File: src/rtl/cobra1_kb_pkg.sv
// Shared types and constants for the Cobra1 PS/2 keyboard front end,
// including the set-2 scan code to 5x8 switch-matrix mapping.
package cobra1_kb_pkg;

   typedef enum logic [1:0] {
      RX_IDLE,
      RX_DATA,
      RX_PARITY,
      RX_STOP
   } rx_state_e;

   localparam int         KB_KEYS  = 40;
   localparam logic [5:0] KEY_NONE = 6'd63;

   localparam logic [7:0] BYTE_E0 = 8'hE0;
   localparam logic [7:0] BYTE_F0 = 8'hF0;
   localparam logic [7:0] BYTE_E1 = 8'hE1;
   localparam logic [7:0] BYTE_AA = 8'hAA;
   localparam logic [7:0] BYTE_FC = 8'hFC;
   localparam logic [7:0] BYTE_FF = 8'hFF;
   localparam logic [7:0] BYTE_00 = 8'h00;

   // Matrix rows of five: SHIFT Z X C V / A S D F G / 1 2 3 4 5 / Q W E R T /
   // 0 9 8 7 6 / P O I U Y / ENTER L K J H / SPACE . M N B
   function automatic logic [5:0] map_key(input logic ext, input logic [7:0] code);
      map_key = KEY_NONE;
      if (ext) begin
         if (code == 8'h5A) map_key = 6'd30;
      end else begin
         case (code)
            8'h12, 8'h59: map_key = 6'd0;
            8'h1A: map_key = 6'd1;   8'h22: map_key = 6'd2;
            8'h21: map_key = 6'd3;   8'h2A: map_key = 6'd4;
            8'h1C: map_key = 6'd5;   8'h1B: map_key = 6'd6;
            8'h23: map_key = 6'd7;   8'h2B: map_key = 6'd8;
            8'h34: map_key = 6'd9;   8'h16: map_key = 6'd10;
            8'h1E: map_key = 6'd11;  8'h26: map_key = 6'd12;
            8'h25: map_key = 6'd13;  8'h2E: map_key = 6'd14;
            8'h15: map_key = 6'd15;  8'h1D: map_key = 6'd16;
            8'h24: map_key = 6'd17;  8'h2D: map_key = 6'd18;
            8'h2C: map_key = 6'd19;  8'h45: map_key = 6'd20;
            8'h46: map_key = 6'd21;  8'h3E: map_key = 6'd22;
            8'h3D: map_key = 6'd23;  8'h36: map_key = 6'd24;
            8'h4D: map_key = 6'd25;  8'h44: map_key = 6'd26;
            8'h43: map_key = 6'd27;  8'h3C: map_key = 6'd28;
            8'h35: map_key = 6'd29;  8'h5A: map_key = 6'd30;
            8'h4B: map_key = 6'd31;  8'h42: map_key = 6'd32;
            8'h3B: map_key = 6'd33;  8'h33: map_key = 6'd34;
            8'h29: map_key = 6'd35;  8'h49: map_key = 6'd36;
            8'h3A: map_key = 6'd37;  8'h31: map_key = 6'd38;
            8'h32: map_key = 6'd39;
            default: map_key = KEY_NONE;
         endcase
      end
   endfunction

endpackage

File: src/rtl/ps2_rx.sv
// PS/2 frame receiver: pin synchronisers, clock deglitch filter, 11-bit frame
// FSM with odd-parity/stop checking and an in-frame idle timeout.
module ps2_rx
   import cobra1_kb_pkg::*;
#(
   parameter int FILT_LEN    = 8,
   parameter int TIMEOUT_CYC = 50000
) (
   input  logic       clk,
   input  logic       rst,
   input  logic       ps2_clk,
   input  logic       ps2_dat,
   output logic       scan_valid,
   output logic [7:0] scan_code,
   output logic       frame_err
);

   localparam int CNT_W = $clog2(TIMEOUT_CYC + 1);

   logic [1:0]          clk_sync_q;
   logic [1:0]          dat_sync_q;
   logic [FILT_LEN-1:0] filt_sh_q;
   logic                filt_lvl_q, filt_lvl_d;
   logic                fall_evt;
   logic                dat_smp;

   rx_state_e           state_q, state_d;
   logic [2:0]          bit_cnt_q, bit_cnt_d;
   logic [7:0]          shift_q, shift_d;
   logic                par_q, par_d;
   logic [CNT_W-1:0]    tmo_q, tmo_d;
   logic                valid_q, valid_d;
   logic                err_q, err_d;
   logic [7:0]          code_q, code_d;

   // Idle PS/2 lines are high, so the front end resets to all-ones.
   always_ff @(posedge clk) begin
      if (rst) begin
         clk_sync_q <= '1;
         dat_sync_q <= '1;
         filt_sh_q  <= '1;
         filt_lvl_q <= 1'b1;
      end else begin
         // NOTE: non-blocking assignments so every register samples pre-edge values.
         clk_sync_q <= {clk_sync_q[0], ps2_clk};
         dat_sync_q <= {dat_sync_q[0], ps2_dat};
         filt_sh_q  <= {filt_sh_q[FILT_LEN-2:0], clk_sync_q[1]};
         filt_lvl_q <= filt_lvl_d;
      end
   end

   always_comb begin
      filt_lvl_d = filt_lvl_q;
      if (&filt_sh_q)      filt_lvl_d = 1'b1;
      else if (~|filt_sh_q) filt_lvl_d = 1'b0;
   end

   assign fall_evt = filt_lvl_q & ~filt_lvl_d;
   assign dat_smp  = dat_sync_q[1];

   always_ff @(posedge clk) begin
      if (rst) begin
         state_q   <= RX_IDLE;
         bit_cnt_q <= '0;
         shift_q   <= '0;
         par_q     <= 1'b0;
         tmo_q     <= '0;
         valid_q   <= 1'b0;
         err_q     <= 1'b0;
         code_q    <= '0;
      end else begin
         state_q   <= state_d;
         bit_cnt_q <= bit_cnt_d;
         shift_q   <= shift_d;
         par_q     <= par_d;
         tmo_q     <= tmo_d;
         valid_q   <= valid_d;
         err_q     <= err_d;
         code_q    <= code_d;
      end
   end

   always_comb begin
      // NOTE: every output gets a default first so no path infers a latch.
      state_d   = state_q;
      bit_cnt_d = bit_cnt_q;
      shift_d   = shift_q;
      par_d     = par_q;
      tmo_d     = tmo_q;
      valid_d   = 1'b0;
      err_d     = 1'b0;
      code_d    = code_q;

      if (fall_evt) begin
         tmo_d = '0;
         unique case (state_q)
            RX_IDLE: begin
               if (!dat_smp) begin
                  state_d   = RX_DATA;
                  bit_cnt_d = '0;
               end
            end
            RX_DATA: begin
               shift_d   = {dat_smp, shift_q[7:1]};
               bit_cnt_d = bit_cnt_q + 3'd1;
               if (bit_cnt_q == 3'd7) state_d = RX_PARITY;
            end
            RX_PARITY: begin
               par_d   = dat_smp;
               state_d = RX_STOP;
            end
            RX_STOP: begin
               state_d = RX_IDLE;
               if (dat_smp && (^{shift_q, par_q})) begin
                  valid_d = 1'b1;
                  code_d  = shift_q;
               end else begin
                  err_d = 1'b1;
               end
            end
            default: state_d = RX_IDLE;
         endcase
      end else if (state_q != RX_IDLE) begin
         // An event in the same cycle takes priority over the timeout.
         if (tmo_q == CNT_W'(TIMEOUT_CYC - 1)) begin
            state_d = RX_IDLE;
            err_d   = 1'b1;
            tmo_d   = '0;
            shift_d = '0;
         end else begin
            tmo_d = tmo_q + 1'b1;
         end
      end
   end

   assign scan_valid = valid_q;
   assign scan_code  = code_q;
   assign frame_err  = err_q;

endmodule

File: src/rtl/ps2_keymatrix.sv
// PS/2 keyboard to Cobra1 40-bit switch matrix: receives scan codes and
// decodes set-2 make/break/extended/pause sequences into held-key bits.
module ps2_keymatrix
   import cobra1_kb_pkg::*;
#(
   parameter int FILT_LEN    = 8,
   parameter int TIMEOUT_CYC = 50000
) (
   input  logic         clk,
   input  logic         rst,
   input  logic         ps2_clk,
   input  logic         ps2_dat,
   output logic [39:0]  kb_state,
   output logic         scan_valid,
   output logic [7:0]   scan_code,
   output logic         frame_err
);

   logic        rx_valid;
   logic [7:0]  rx_code;
   logic        rx_err;

   logic        ext_q, ext_d;
   logic        brk_q, brk_d;
   logic [2:0]  skip_q, skip_d;
   logic [39:0] kb_q, kb_d;
   logic [5:0]  key_idx;

   ps2_rx #(
      .FILT_LEN    (FILT_LEN),
      .TIMEOUT_CYC (TIMEOUT_CYC)
   ) u_rx (
      .clk        (clk),
      .rst        (rst),
      .ps2_clk    (ps2_clk),
      .ps2_dat    (ps2_dat),
      .scan_valid (rx_valid),
      .scan_code  (rx_code),
      .frame_err  (rx_err)
   );

   assign key_idx = map_key(ext_q, rx_code);

   always_ff @(posedge clk) begin
      if (rst) begin
         ext_q  <= 1'b0;
         brk_q  <= 1'b0;
         skip_q <= '0;
         kb_q   <= '0;
      end else begin
         ext_q  <= ext_d;
         brk_q  <= brk_d;
         skip_q <= skip_d;
         kb_q   <= kb_d;
      end
   end

   always_comb begin
      ext_d  = ext_q;
      brk_d  = brk_q;
      skip_d = skip_q;
      kb_d   = kb_q;

      if (rx_valid) begin
         // Pause sends E1 plus seven bytes that must not touch the matrix.
         if (skip_q != 3'd0) begin
            skip_d = skip_q - 3'd1;
         end else begin
            case (rx_code)
               BYTE_E0: ext_d  = 1'b1;
               BYTE_F0: brk_d  = 1'b1;
               BYTE_E1: skip_d = 3'd7;
               BYTE_AA, BYTE_FC, BYTE_00, BYTE_FF: begin
                  kb_d  = '0;
                  ext_d = 1'b0;
                  brk_d = 1'b0;
               end
               default: begin
                  if (key_idx != KEY_NONE && key_idx < 6'(KB_KEYS))
                     kb_d[key_idx] = ~brk_q;
                  ext_d = 1'b0;
                  brk_d = 1'b0;
               end
            endcase
         end
      end
   end

   assign kb_state   = kb_q;
   assign scan_valid = rx_valid;
   assign scan_code  = rx_code;
   assign frame_err  = rx_err;

endmodule

File: config.mk
export PLATFORM = sky130hd
export DESIGN_NAME = ps2_keymatrix
export DESIGN_NICKNAME = d
export VERILOG_FILES = /design/src/rtl/cobra1_kb_pkg.sv /design/src/rtl/ps2_rx.sv /design/src/rtl/ps2_keymatrix.sv
export SDC_FILE = /design/constraint.sdc
export NUM_CORES = 1
export LEC_CHECK = 0
export BUFFER_PORTS_ARGS = -buffer_cell sky130_fd_sc_hd__buf_4
export CAP_MARGIN = 20
export CORE_MARGIN = 2
export CORE_UTILIZATION = 45
export CTS_BUF_LIST = sky130_fd_sc_hd__clkbuf_16
export CTS_CLUSTER_SIZE = 14
export DETAILED_ROUTE_END_ITERATION = 6
export GPL_TIMING_DRIVEN = 0
export PLACE_DENSITY = 0.6
export SLEW_MARGIN = 20
export SYNTH_ARGS = -nofsm -noshare
export SYNTH_HDL_FRONTEND = slang
export SYNTH_SLANG_ARGS = --single-unit
File: constraint.sdc
create_clock -name clk -period 8.7 [get_ports clk]
set_input_delay 1.305 -clock clk [delete_from_list [all_inputs] [get_ports clk]]
set_output_delay 1.305 -clock clk [all_outputs]
set_load 0.02 [all_outputs]
### Word level (Yosys, flattened, before mapping)

Memory sizes are Yosys's and may differ from the RTL's. A register that Yosys moved wholly into a read port is not among the register bits.
Cells that the tools add are included.

* add/sub/neg operators: 3
* multiply operators: 0
* reduce and logical (&&, ||, !) cells: 30
* divide/modulo/power cells: 0
* shifts and indexed selects: 0
* equality and inequality tests: 17
* multiplexer cells: 35
* bitwise operators: 9
* magnitude comparators: 3

Operators with widths (number)
* one-hot mux 40 bit (2 select lines): 1
* equality test 8 bit, second input constant: 6
* bitwise mux 40 bit: 1
* 2-to-1 mux 40 bit: 1
* 2-to-1 mux 8 bit: 4
* 2-to-1 mux 6 bit: 3
* adder 16 x 1 -> 16 bit, second input constant: 1
* equality test 16 bit, second input constant: 1
* 2-to-1 mux 16 bit: 1
* AND reduction 3 bit: 5
* 2-to-1 mux 7 bit: 2
* nonzero test 2 bit: 6
* 2-to-1 mux 2 bit: 5
* 2-to-1 mux 1 bit: 9
* 2-to-1 mux 3 bit: 3
* parity 9 bit: 1
* equality test 8 x 7 -> 1 bit, second input constant: 1
* logical NOT 8 bit: 1
* NOT 1 bit: 8
* one-hot mux 2 bit (4 select lines): 1
* AND reduction 4 bit: 2
* AND reduction 8 bit: 1
* OR reduction 8 bit: 1
* less-than comparator 6 x 7 -> 1 bit, second input constant: 1
* 21 further kinds: 31

* latch bits: 0
* output and inout port bits: 50
* memory bits (read-only): 768
* input port bits: 4
* logic and storage cells: 114
* bits in registers: 98
* bits in writable memories: 0
* memories: 1

Memory list
* (name not given): depth 128, bits a word 6, rd ports 1, clocked after Yosys merged registers in 1, write ports 0, line cobra1_kb_pkg.sv:30 `case (code)`

### Longest topological paths before layout

* depth after elaboration: 10
* depth in mapped cells: 14
* depth with buffers taken out: 13

### Cells and area by module

From an unflattened synthesis, not the netlist that was laid out.

* cells, all modules: 722
* area, all modules: 6022.0 um^2

Modules (own cells, without submodules)
* ps2_keymatrix: times used 1, seq. area each 900.9 um^2, area an instance 3628.5 um^2, cells an instance 451
* ps2_rx: times used 1, seq. area each 1061.0 um^2, area an instance 2393.5 um^2, cells an instance 271

### Worst setup path after synthesis

OpenSTA, ideal clock, no wires.

* path type: register to register
* start: register u_rx.filt_sh_q[2]
* end: register (tool-made name)
* data required time: 8.614 ns
* arrival: 3.265 ns
* buffers on the path: 0
* clock period less this slack: 3.351 ns
* setup slack: 5.349 ns
* setup time: 0.086 ns
* stages on the path, launching flop included: 13
* cell sequence: dfxtp_1 or4_1 or2_2 nor3_1 nand3_1 a21oi_1 inv_1 ha_1 inv_1 mux2i_1 o21ai_0 o21a_1 a211oi_1

RTL lines
* start: declaration: line ps2_rx.sv:22 `logic [FILT_LEN-1:0] filt_sh_q;`
* start signal: assignment: line ps2_rx.sv:47 `filt_sh_q <= {filt_sh_q[FILT_LEN-2:0], clk_sync_q[1]};`

==> flow_metrics.tcl <==
set metrics [dict create \
    power_density_mw_per_mm2 140.0 \
    cts_setup_buffers 0 \
    irDropWorstVdd_mv 0.08409 \
    worst_slew_pin_slew_ps 978.5 \
    setup_violations 0 \
    synthMuxAreaShare_pct 1.943 \
    dpl.cell_count 884 \
    maxSlewHeadroom_pct 34.27 \
    clock_latency_ps 350 \
    coreArea_sq_mm 0.01186 \
    async_flop_share_pct 0 \
    rows 40 \
    cts_resized 0 \
    min_period_ps 4350 \
    n_antenna_cell 0 \
    end_kind "register" \
    synth_simple_gate_area_share_pct 21.25 \
    drtPass1Iterations 5 \
    gp_congestion 0.9121 \
    die_h_microns 113.6 \
    grt_overflow 0 \
    via_per_inst 5.817 \
    final-max-slew-violation-count 0 \
    cts-htree-levels 3 \
    cts_hold_buf 0 \
    cts_made_buffers 9 \
    vias 5218 \
    netlist_instances 682 \
    layout-drive-gt1-share_pct 14.27 \
    grt_use_total_pct 23.56 \
    setup_tns_ps 0 \
    final_cells 897 \
    antenna_left 0 \
    path_max_fanout 9 \
    syn2layout_area_growth_pct 16.70 \
    maxCapViolCount 0 \
    finClkSkew_ps 10.15 \
    ys_top_cells_by_count "105 x a21oi_1, 104 x dfxtp_1, 69 x nand2_1" \
    ys_seq_elements 104 \
    synth-edff-count 0 \
    drtIter0Drc 602 \
    clk_pin_slew_ps 70 \
    grt_setup_unrepaired "no" \
    min-delay-path-class "reg2reg" \
    die_w_microns 113.6 \
    synth-compound-area-share_pct 25.51 \
    yosysUniqueCellTypes 68 \
    die-area_sq_mm 0.01292 \
    finalCritPeriodShare_pct 50.01 \
    yosys_most_used_dff "dfxtp_1" \
    place_area_sq_mm 0.006035 \
    nNetsFinal 768 \
    ys_top_cells_by_area "dfxtp_1 38%, a21oi_1 9.7%, o21ai_0 5.3%" \
    cts_buffer_depth 2 \
    synthAdderAreaFrac_pct 3.700 \
    stdcell_area_sq_mm 0.006314 \
    seq_area_frac_synth_pct 38.48 \
    antenna_found_initial 0 \
    status "complete, no violations" \
    synth_top_family_by_area "compound AO/OA/AOI/OAI gates" \
    fmax_mhz 229.9 \
    drc_errors 0 \
    power.total_mw 0.8838 \
    synth.avg_cell_area_sq_um 7.933 \
    syn_area_sq_mm 0.005410 \
    hold_violations 0 \
    cts_tree "built" \
    grt_pass1_vias 4865 \
    synth_area_leader_cell "dfxtp_1" \
    start_kind "register" \
    clock_sinks 104 \
    start_util_pct 45.61 \
    critPathRequiredTime_ps 8950 \
    synth_xor_area_share_pct 4.463 \
    p_leak_nw 2.286 \
    cts-root-buf "clkbuf_16" \
    final_util_pct 53.23 \
    syn-num-nets 702 \
    synth_warnings 0 \
    yosysMostFrequentCell "a21oi_1" \
    routed_wl_microns 14730 \
    ios 54 \
    grt_max_degree 16 \
    routedWlPerCell_microns 16.42 \
    synth_top_area_share_pct 38.48 \
    grt_pass1_wl_microns 24620 \
    portBuffers 53 \
    setup.worst_path.class "reg2reg" \
    hpwlAfterDp_microns 10720 \
    cp.arrival_ps 4600 \
    reg2reg_slack_ps 4350 \
]
layout make-up:
class	instances	area [sq um]
clock inverters	4	47.55
flip-flops and latches	104	2082
repair buffers	55	410.4
inverters	21	78.83
clock buffers	9	225.2
plain buffers	43	172.7
multi-input cells	514	3113
well taps	147	183.9
fillers	1122	5548
worst max-delay path, stage by stage, from the launching register on:
cell	delay, ps
dfxtp_1	320
or4_1	580
or2_2	350
nor3_1	550
nand3_1	200
a21oi_1	720
inv_1	230
ha_1	310
nand2_1	110
a21oi_1	100
a21oi_1	150
o21ai_0	170
o21a_1	240
a211oi_1	230
through the flow:
step,hold slack (ps),worst slack [ps]
floorplan,389.5,5349
global placement,392.3,4408
detailed placement,393.3,4494
CTS,409.0,4460
global route,428.1,4030
finish,407.9,4350
cell usage in the layout (no fill, tap or decap), types with 5 or more instances in the layout:
cell type	count
mux2i_1	6
buf_1	5
inv_1	18
a31oi_1	6
ha_1	16
xnor2_1	6
clkbuf_16	9
o21ai_0	57
clkbuf_1	34
nor4b_2	5
buf_4	54
dfxtp_1	104
a211oi_1	14
xor2_1	12
or2_2	15
o31ai_1	5
nand2_1	69
a22oi_1	11
nand3_1	18
nand4_1	7
and3_1	8
a21oi_1	105
nor2_1	60
nor3_1	14
logic make-up (layout without fill, tap and decap cells):
group | count (synthesis) | in the layout
xor+xnor | 22 | 22
mux | 10 | 10
fa+ha+maj | 16 | 16
flops | 104 | 104
compound gates | 234 | 234
buf+inv | 64 | 132
simple gates | 232 | 232
sequential cells by signal, indices dropped and copies added, names as in the netlist, named ones only:
name	count
skip_q	3
u_rx.scan_code	8
u_rx.scan_valid	1
brk_q	1
u_rx.clk_sync_q	2
u_rx.filt_sh_q	8
u_rx.shift_q	8
u_rx.dat_sync_q	2
ext_q	1
kb_state	40
u_rx.filt_lvl_q	1
u_rx.tmo_q	16
u_rx.frame_err	1
u_rx.par_q	1
u_rx.state_q	2
u_rx.bit_cnt_q	3
per-layer routing:
layer	wire length [microns]	part of all wire [%]	track usage, %
met5	0	0	0
met4	346	2.3	9.350
met3	888	6.0	5.526
met2	6680	45	36.25
met1	6817	46	32.12
where the power goes:
part	internal (mW)	total (mW)	switching, mW
combinational	0.00323	0.0143	0.0111
sequential	0.477	0.477	0.000414
clock	0.218	0.392	0.174
total	0.698	0.884	0.186
final timing paths:
| path | depth (start not counted) | startpoint | to |
|---|---|---|---|
| setup / recovery | 13 | u_rx.filt_sh_q[2] | register |
| hold / removal | 1 | u_rx.clk_sync_q[1] | u_rx.filt_sh_q[0] |
| setup reg to reg | 13 | u_rx.filt_sh_q[2] | register |
| hold reg to reg | 1 | u_rx.clk_sync_q[1] | u_rx.filt_sh_q[0] |
No activity file was read; power rests on OpenSTA's default activity.
